`config.mk`:
```
export PLATFORM = sky130hd
export DESIGN_NAME = icache_req_stage
export DESIGN_NICKNAME = d
export VERILOG_FILES = /design/src/rtl/icache_req_stage.sv
export SDC_FILE = /design/constraint.sdc
export NUM_CORES = 1
export LEC_CHECK = 0
export ABC_AREA = 1
export BUFFER_PORTS_ARGS = -buffer_cell sky130_fd_sc_hd__buf_2
export CAP_MARGIN = 20
export CORE_UTILIZATION = 49
export DETAILED_ROUTE_END_ITERATION = 7
export PLACE_DENSITY = 0.85
export SLEW_MARGIN = 20
export SYNTH_ARGS = -nofsm -noshare
export SYNTH_HDL_FRONTEND = slang
export SYNTH_SLANG_ARGS = --single-unit
export TNS_END_PERCENT = 1
```
`constraint.sdc`:
```
create_clock -name clk -period 1.8 [get_ports clk]
set_input_delay 0.27 -clock clk [delete_from_list [all_inputs] [get_ports clk]]
set_output_delay 0.27 -clock clk [all_outputs]
set_load 0.03 [all_outputs]
```
`src/rtl/icache_req_stage.sv`:
```
`default_nettype none
// ============================================================================
// Module      : icache_req_stage
// Description : Instruction-fetch request stage in front of the ICache. It
//               holds each request until the cache accepts it, counts the
//               outstanding requests and squashes data for flushed requests.
//               Optional macro ICACHE_REQ_PERF_EN adds performance counters.
// Revision    : 1.0 - initial release
// ============================================================================
module icache_req_stage #(
    parameter int ADDR_W   = 32,
    parameter int INDEX_W  = 7,
    parameter int OFFSET_W = 5,
    parameter int MAX_OUT  = 2,
    localparam int TAG_W   = ADDR_W - INDEX_W - OFFSET_W,
    localparam int CW      = $clog2(MAX_OUT + 1)
) (
    input  logic                clk,
    input  logic                rst,
    input  logic                stall,
    input  logic                flush,
    input  logic [ADDR_W-1:0]   npc,
    input  logic                req_valid_in,
    input  logic                addr_ok,
    input  logic                data_ok,
    output logic                icache_valid_out,
    output logic [TAG_W-1:0]    icache_tag,
    output logic [INDEX_W-1:0]  icache_index,
    output logic [OFFSET_W-1:0] icache_offset,
    output logic                ins_valid,
    output logic [CW-1:0]       outstanding,
`ifdef ICACHE_REQ_PERF_EN
    output logic [31:0]         perf_req_cnt,
    output logic [31:0]         perf_squash_cnt,
`endif
    output logic                busy
);

    localparam logic [CW-1:0] c_max_out = CW'(MAX_OUT);

    logic              r_req;
    logic [ADDR_W-1:0] r_addr;
    logic [CW-1:0]     r_outstanding;
    logic [CW-1:0]     r_discard;

    logic              w_valid_out;
    logic              w_accept;
    logic              w_free;
    logic              w_live_data;
    logic [CW-1:0]     w_out_next;

    assign w_valid_out = r_req & (r_outstanding < c_max_out);
    assign w_accept    = w_valid_out & addr_ok;
    assign w_free      = ~r_req | w_accept;
    // data_ok with nothing outstanding is a protocol error and is ignored
    assign w_live_data = data_ok & (r_outstanding != '0);
    assign w_out_next  = r_outstanding + CW'(w_accept) - CW'(w_live_data);

    always_ff @(posedge clk) begin
        if (rst) begin
            r_req         <= 1'b0;
            r_addr        <= '0;
            r_outstanding <= '0;
            r_discard     <= '0;
        end else begin
            if (flush) begin
                r_req <= 1'b0;
            end else if (!stall && w_free) begin
                r_req  <= req_valid_in;
                r_addr <= npc;
            end

            r_outstanding <= w_out_next;

            // Every request still in flight after a flush belongs to the dead stream
            if (flush) begin
                r_discard <= w_out_next;
            end else if (data_ok && (r_discard != '0)) begin
                r_discard <= r_discard - 1'b1;
            end
        end
    end

    assign icache_valid_out = w_valid_out;
    assign {icache_tag, icache_index, icache_offset} = r_addr;
    assign ins_valid   = w_live_data & (r_discard == '0);
    assign outstanding = r_outstanding;
    assign busy        = r_req | (r_outstanding != '0);

`ifdef ICACHE_REQ_PERF_EN
    logic [31:0] r_perf_req;
    logic [31:0] r_perf_squash;

    always_ff @(posedge clk) begin
        if (rst) begin
            r_perf_req    <= '0;
            r_perf_squash <= '0;
        end else begin
            if (w_accept) begin
                r_perf_req <= r_perf_req + 32'd1;
            end
            if (w_live_data && (r_discard != '0)) begin
                r_perf_squash <= r_perf_squash + 32'd1;
            end
        end
    end

    assign perf_req_cnt    = r_perf_req;
    assign perf_squash_cnt = r_perf_squash;
`endif

endmodule
`default_nettype wire

```
==> flow_summary.yaml, run 1 <==
outcome:
  status: "finished, final reports clean"
clocking:
  postCtsHoldBufs: 0
  cts_max_level: 2
  cts_buffer_depth: 2
  path_clk_slew_ns: 0.07
  cts_setup_buffers: 0
  cts.sinks: 37
  cts_buffers: 5
  cts_tree: "done"
  clockRootBuffer: "clkbuf_8"
  clock_latency_ns: 0.28
  ctsResizeCount: 0
synthesis:
  synth_fp_nets: 367
  yosys.area_share.simple: 0.3333
  synth_top_family_by_area: "simple AND/OR/NAND/NOR gates"
  synthesis.area_um2: 1974
  synth_cell_type_count: 17
  synth_adder_area_share: 0.01901
  ys_ff_latch: 37
  syn_inst: 325
  yosysSeqAreaShare: 0.3752
  yosysWarnings: 0
  avgSynthCellArea_um2: 6.075
  synth_xor_area_frac: 0
  synth-compound-area-share: 0.02535
  synthMuxAreaShare: 0
worst_hold_path:
  hold_path.class: "input port to register"
  hold-path-cell-count: 2
  min_to: "outstanding[1]"
  hp-start: "rst"
final_layout:
  final_nets: 439
  fin_util: 0.6629
  area_growth_syn_to_layout_pct: 26.62
  final_cells: 446
  layout-drive-gt1-share: 0.2312
  finalInstanceArea_um2: 2500
  insertedDiodeCount: 0
critical_path:
  worstReg2RegStart: "outstanding[1]"
  cp-end-kind: "register"
  worstPathRequired_ns: 1.98
  r2r-end: "r_discard[1]"
  startpoint: "outstanding[1]"
  r2r_setup_slack_ns: 0.17
  setup.worst_path.class: "register to register"
  reg2reg_depth: 11
  critPathArrivalTime_ns: 1.81
  path_max_fanout: 6
  start_kind: "register"
die:
  io_pins: 76
  die_y_um: 65.48
  start_util: 0.5236
  core_area_um2: 3771
  std_cell_rows: 22
  die_w_um: 65.48
  die-area_um2: 4287
power:
  max-vdd-ir-drop_mv: 0.7337
  cellLeakagePower_nw: 1.592
  power-per-cell-area_nw_per_um2: 918.9
detailed_routing:
  post-route-drc-count: 0
  wl_per_cell_um: 9.744
  vias_per_cell: 4.511
  route.met2.wl_mm: 2.190
  vias: 2012
  drt_iter0_drc: 152
  drtAntennaViolNets: 0
  top_layer_used: "met4"
  route.final.wire_length_mm: 4.346
  wl_met3_um: 223
  wl_met1_mm: 1.892
  firstDrtPassIters: 4
global_route:
  grt_pass1_wl_mm: 7.093
  grt_max_degree: 35
  first_global_vias: 1783
  grt_usage: 0.2100
  antenna_found_initial: 0
  grt_overflow: 0
timing:
  finalCritPeriodShare: 0.9069
  fmax_ghz: 0.6126
  finClkSkew_ns: 0.002187
  setup_viol: 0
  final.setup.tns_ns: 0
  max_slew_margin: 0.6655
  setup_slack_ns: 0.1676
  period_minus_slack_ns: 1.632
  maxSlewViolCount: 0
  hold_viol: 0
  rsz0062_at_grt: "false"
  worst_pin_slew_ns: 0.4986
placement:
  gp_congestion: 0.7702
  dp.cells: 438
  placed_area_um2: 2412
  place_ws_ns: 0.1247
  port_buffers: 75
  dp_hpwl_mm: 3.066
flow_run:
  maxCapViolations: 0
-- where the power goes --
part	internal (mW)	total (mW)	leakage (nW)	switching (mW)
registers	0.906	0.967	0.306	0.0609
logic	0.250	0.767	1.24	0.517
clock network	0.267	0.563	0.0439	0.296
total	1.42	2.30	1.59	0.874
-- area by class of cell --
cell class / count / area (µm²)
clock inverters: 3 / 17.52
inverters: 112 / 420.4
flip-flops and latches: 37 / 742.0
clock buffers: 5 / 68.82
fillers: 355 / 1271
multi-input cells: 161 / 753.2
well taps: 48 / 60.06
repair buffers: 80 / 437.9
-- layer usage --
layer / up-vias / global-route usage
met1: 862 / 0.2362
met5: - / 0
met4: 0 / 0.05163
met3: 6 / 0.04167
met2: 66 / 0.3982
li1: 1078 / -
-- cells by family after synthesis --
group	Yosys count
AOI/OAI and AO/OA	7
adders and majority gates	3
buffers and inverters	127
DFF	37
and+or+nand+nor	151
-- state kept, by name, indices dropped and copies added (netlist names) --
name	count
r_req	1
outstanding	2
r_addr	32
r_discard	2
-- synthesized netlist by cell type --
library cell	instances	area [µm²]
clkinv_1	3	11.26
nand4_1	33	206.5
nor2_1	38	142.6
nand3_1	1	5.000
dfxtp_1	37	740.7
nor3_1	1	5.000
nand3_2	1	10.01
o22ai_1	1	6.260
o21ai_0	2	10.01
nand2_1	77	289.0
buf_2	9	45.04
clkbuf_1	6	22.52
a21oi_1	2	10.01
ha_1	3	37.54
a211oi_1	1	7.510
o21ai_4	1	16.27
inv_1	109	409.1
-- worst max-delay path by stage --
stage / slack (ns) / to
after floorplan: 0.06 / r_discard[1]
after global placement: 0.21 / r_discard[1]
after detailed placement: 0.12 / r_discard[1]
after CTS: 0.11 / r_discard[1]
after global routing: 0.02 / r_discard[1]
final: 0.17 / r_discard[1]
-- stage by stage --
step / power, mW / hold WS (ns)
after floorplan: 1.524 / 0.3413
after global placement: 1.717 / 0.4921
after detailed placement: 1.747 / 0.4945
after CTS: 2.306 / 0.1956
after global routing: 2.451 / 0.1940
final: 2.297 / 0.1973
-- critical path: stages, from the launching register on --
cell and delay (ns):
dfxtp_2 0.37, nor2_1 0.18, nor2_1 0.08, ha_1 0.28, inv_1 0.04, ha_1 0.18, inv_1 0.05, nand2_1 0.07
nand2_1 0.07, nand2_1 0.07, nand4_1 0.07, nand2_1 0.07
-- cells in the final DEF, fill, tap and decap left out, types with 2 or more instances in the layout --
master,n
nand2_1,77
nand4_1,33
a21oi_1,2
clkbuf_8,5
buf_2,75
inv_1,109
o21ai_0,2
clkinv_2,2
dfxtp_1,36
buf_4,3
buf_12,2
ha_1,3
nor2_1,37
clkinv_1,3
No activity file was read; power rests on OpenSTA's default activity.
==> inputs of run 2 (changes only) <==
--- a/config.mk
+++ b/config.mk
@@ -11,6 +11,7 @@
 export CORE_UTILIZATION = 49
 export DETAILED_ROUTE_END_ITERATION = 7
 export PLACE_DENSITY = 0.85
+export RECOVER_POWER = 50
 export SLEW_MARGIN = 20
 export SYNTH_ARGS = -nofsm -noshare
 export SYNTH_HDL_FRONTEND = slang
==> flow_summary.yaml, run 2 (synthesis gave the netlist of run 1 again) <==
timing:
  max_slew_margin: 0.6672
  setup_viol: 0
  final.setup.tns_ns: 0
  finalCritPeriodShare: 0.9021
  fmax_ghz: 0.6158
  maxSlewViolCount: 0
  rsz0062_at_grt: "false"
  holdWs_ns: 0.1991
  hold_viol: 0
  finClkSkew_ns: 0.001977
  worst_pin_slew_ns: 0.4961
  period_minus_slack_ns: 1.624
  setup_slack_ns: 0.1762
die:
  std_cell_rows: 22
  start_util: 0.5236
  die_y_um: 65.48
  core_area_um2: 3771
  io_pins: 76
  die-area_um2: 4287
  die_w_um: 65.48
final_layout:
  multiInputGateArea_um2: 742.0
  largest_register_ffs: 32
  regArea_um2: 742.0
  final_cells: 446
  layout_commonest_cell: "inv_1"
  fin_util: 0.6486
  layout-drive-gt1-share: 0.1432
  final_nets: 439
  finalInstanceArea_um2: 2446
  largest-register: "r_addr"
  area_growth_syn_to_layout_pct: 23.89
  insertedDiodeCount: 0
  nFillCells: 372
  mostFrequentLayoutCells: "109 x inv_1, 77 x nand2_1, 41 x buf_2"
clocking:
  cts_tree: "done"
  postCtsHoldBufs: 0
  cts_setup_buffers: 0
  cts.sinks: 37
  clockRootBuffer: "clkbuf_8"
  clock_latency_ns: 0.28
  cts_buffers: 5
  cts_buffer_depth: 2
  cts_max_level: 2
  path_clk_slew_ns: 0.07
  ctsResizeCount: 0
critical_path:
  cp_slowest_cell: "dfxtp_2"
  start_kind: "register"
  setup.worst_path.class: "register to register"
  max_stage_delay_ns: 0.36
  worstReg2RegStart: "outstanding[1]"
  worstPathRequired_ns: 1.98
  critPathArrivalTime_ns: 1.80
  r2r_setup_slack_ns: 0.18
  path_max_fanout: 6
  reg2reg_depth: 10
  path_cells: "nor2_1 -> nor2_1 -> ha_1 -> inv_1 -> ha_1 -> inv_1 -> nand2_1 -> nand3_1 -> nand4_1 -> nand2_1"
  r2r-end: "r_discard[1]"
  cp-end-kind: "register"
power:
  power_mw: 2.273
  cellLeakagePower_nw: 1.458
  max-vdd-ir-drop_mv: 0.7356
  power-per-cell-area_nw_per_um2: 929.1
detailed_routing:
  firstDrtPassIters: 4
  vias_per_cell: 4.489
  vias: 2002
  drt_iter0_drc: 177
  route.final.wire_length_mm: 4.367
  post-route-drc-count: 0
  wl_per_cell_um: 9.791
  drtAntennaViolNets: 0
global_route:
  grt_max_degree: 35
  antenna_found_initial: 0
  grt_overflow: 0
  first_global_vias: 1783
  grt_pass1_wl_mm: 7.093
  grt_usage: 0.2100
flow_run:
  maxCapViolations: 0
placement:
  dp_hpwl_mm: 3.066
  port_buffers: 75
  dp.cells: 438
  place_ws_ns: 0.1247
  placed_area_um2: 2412
  gp_congestion: 0.7702
worst_hold_path:
  hold_path.class: "input port to register"
  hp-start: "rst"
  hold-path-cell-count: 2
  min_to: "outstanding[1]"
outcome:
  status: "finished, final reports clean"
==> run 2: cell types whose count changed in the layout (fill, tap and decap cells not counted) <==
cell	previous run	this run
buf_2	75	41
o21ai_4	1	0
clkbuf_1	0	34
o21ai_0	2	3
==> run 2: how the worst max path moves through the flow <==
stage,startpoint,to,slack [ns]
6_report,outstanding[1],r_discard[1],0.18
5_1_grt,outstanding[1],r_discard[1],0.04
4_1_cts,outstanding[1],r_discard[1],0.11
3_5_place_dp,outstanding[1],r_discard[1],0.12
3_3_place_gp,outstanding[1],r_discard[1],0.21
2_1_floorplan,outstanding[1],r_discard[1],0.06
==> run 2: routing by layer <==
metal	up-vias	part of all wire	global-route usage
met5	-	0	0
met4	0	0.0092	0.05163
met3	6	0.049	0.04167
met2	59	0.50	0.3982
met1	856	0.44	0.2362
li1	1081	-	-
==> run 2: cell type report <==
cell class / instances / share of cell area
Sequential cell: 37 / 0.3033
Multi-Input combinational cell: 161 / 0.3033
Inverter: 112 / 0.1719
Timing Repair Buffer: 80 / 0.1616
Clock buffer: 5 / 0.02813
Tap cell: 48 / 0.02455
Clock inverter: 3 / 0.007161
==> run 2: power breakdown <==
part           total (mW)  switching [mW]  internal (mW)
clock               0.562           0.295          0.267
sequential          0.963          0.0571          0.906
combinational       0.747           0.518          0.229
total                2.27           0.870           1.40
==> run 2: worst max-delay path, delay by kind of cell, from the launching register on <==
| kind | cells | cell delay [ns] |
|---|---|---|
| AND/OR/NAND/NOR | 6 | 0.62 |
| flip-flops | 1 | 0.36 |
| adder cells (fa/ha/maj) | 2 | 0.44 |
| buffers and inverters | 2 | 0.10 |
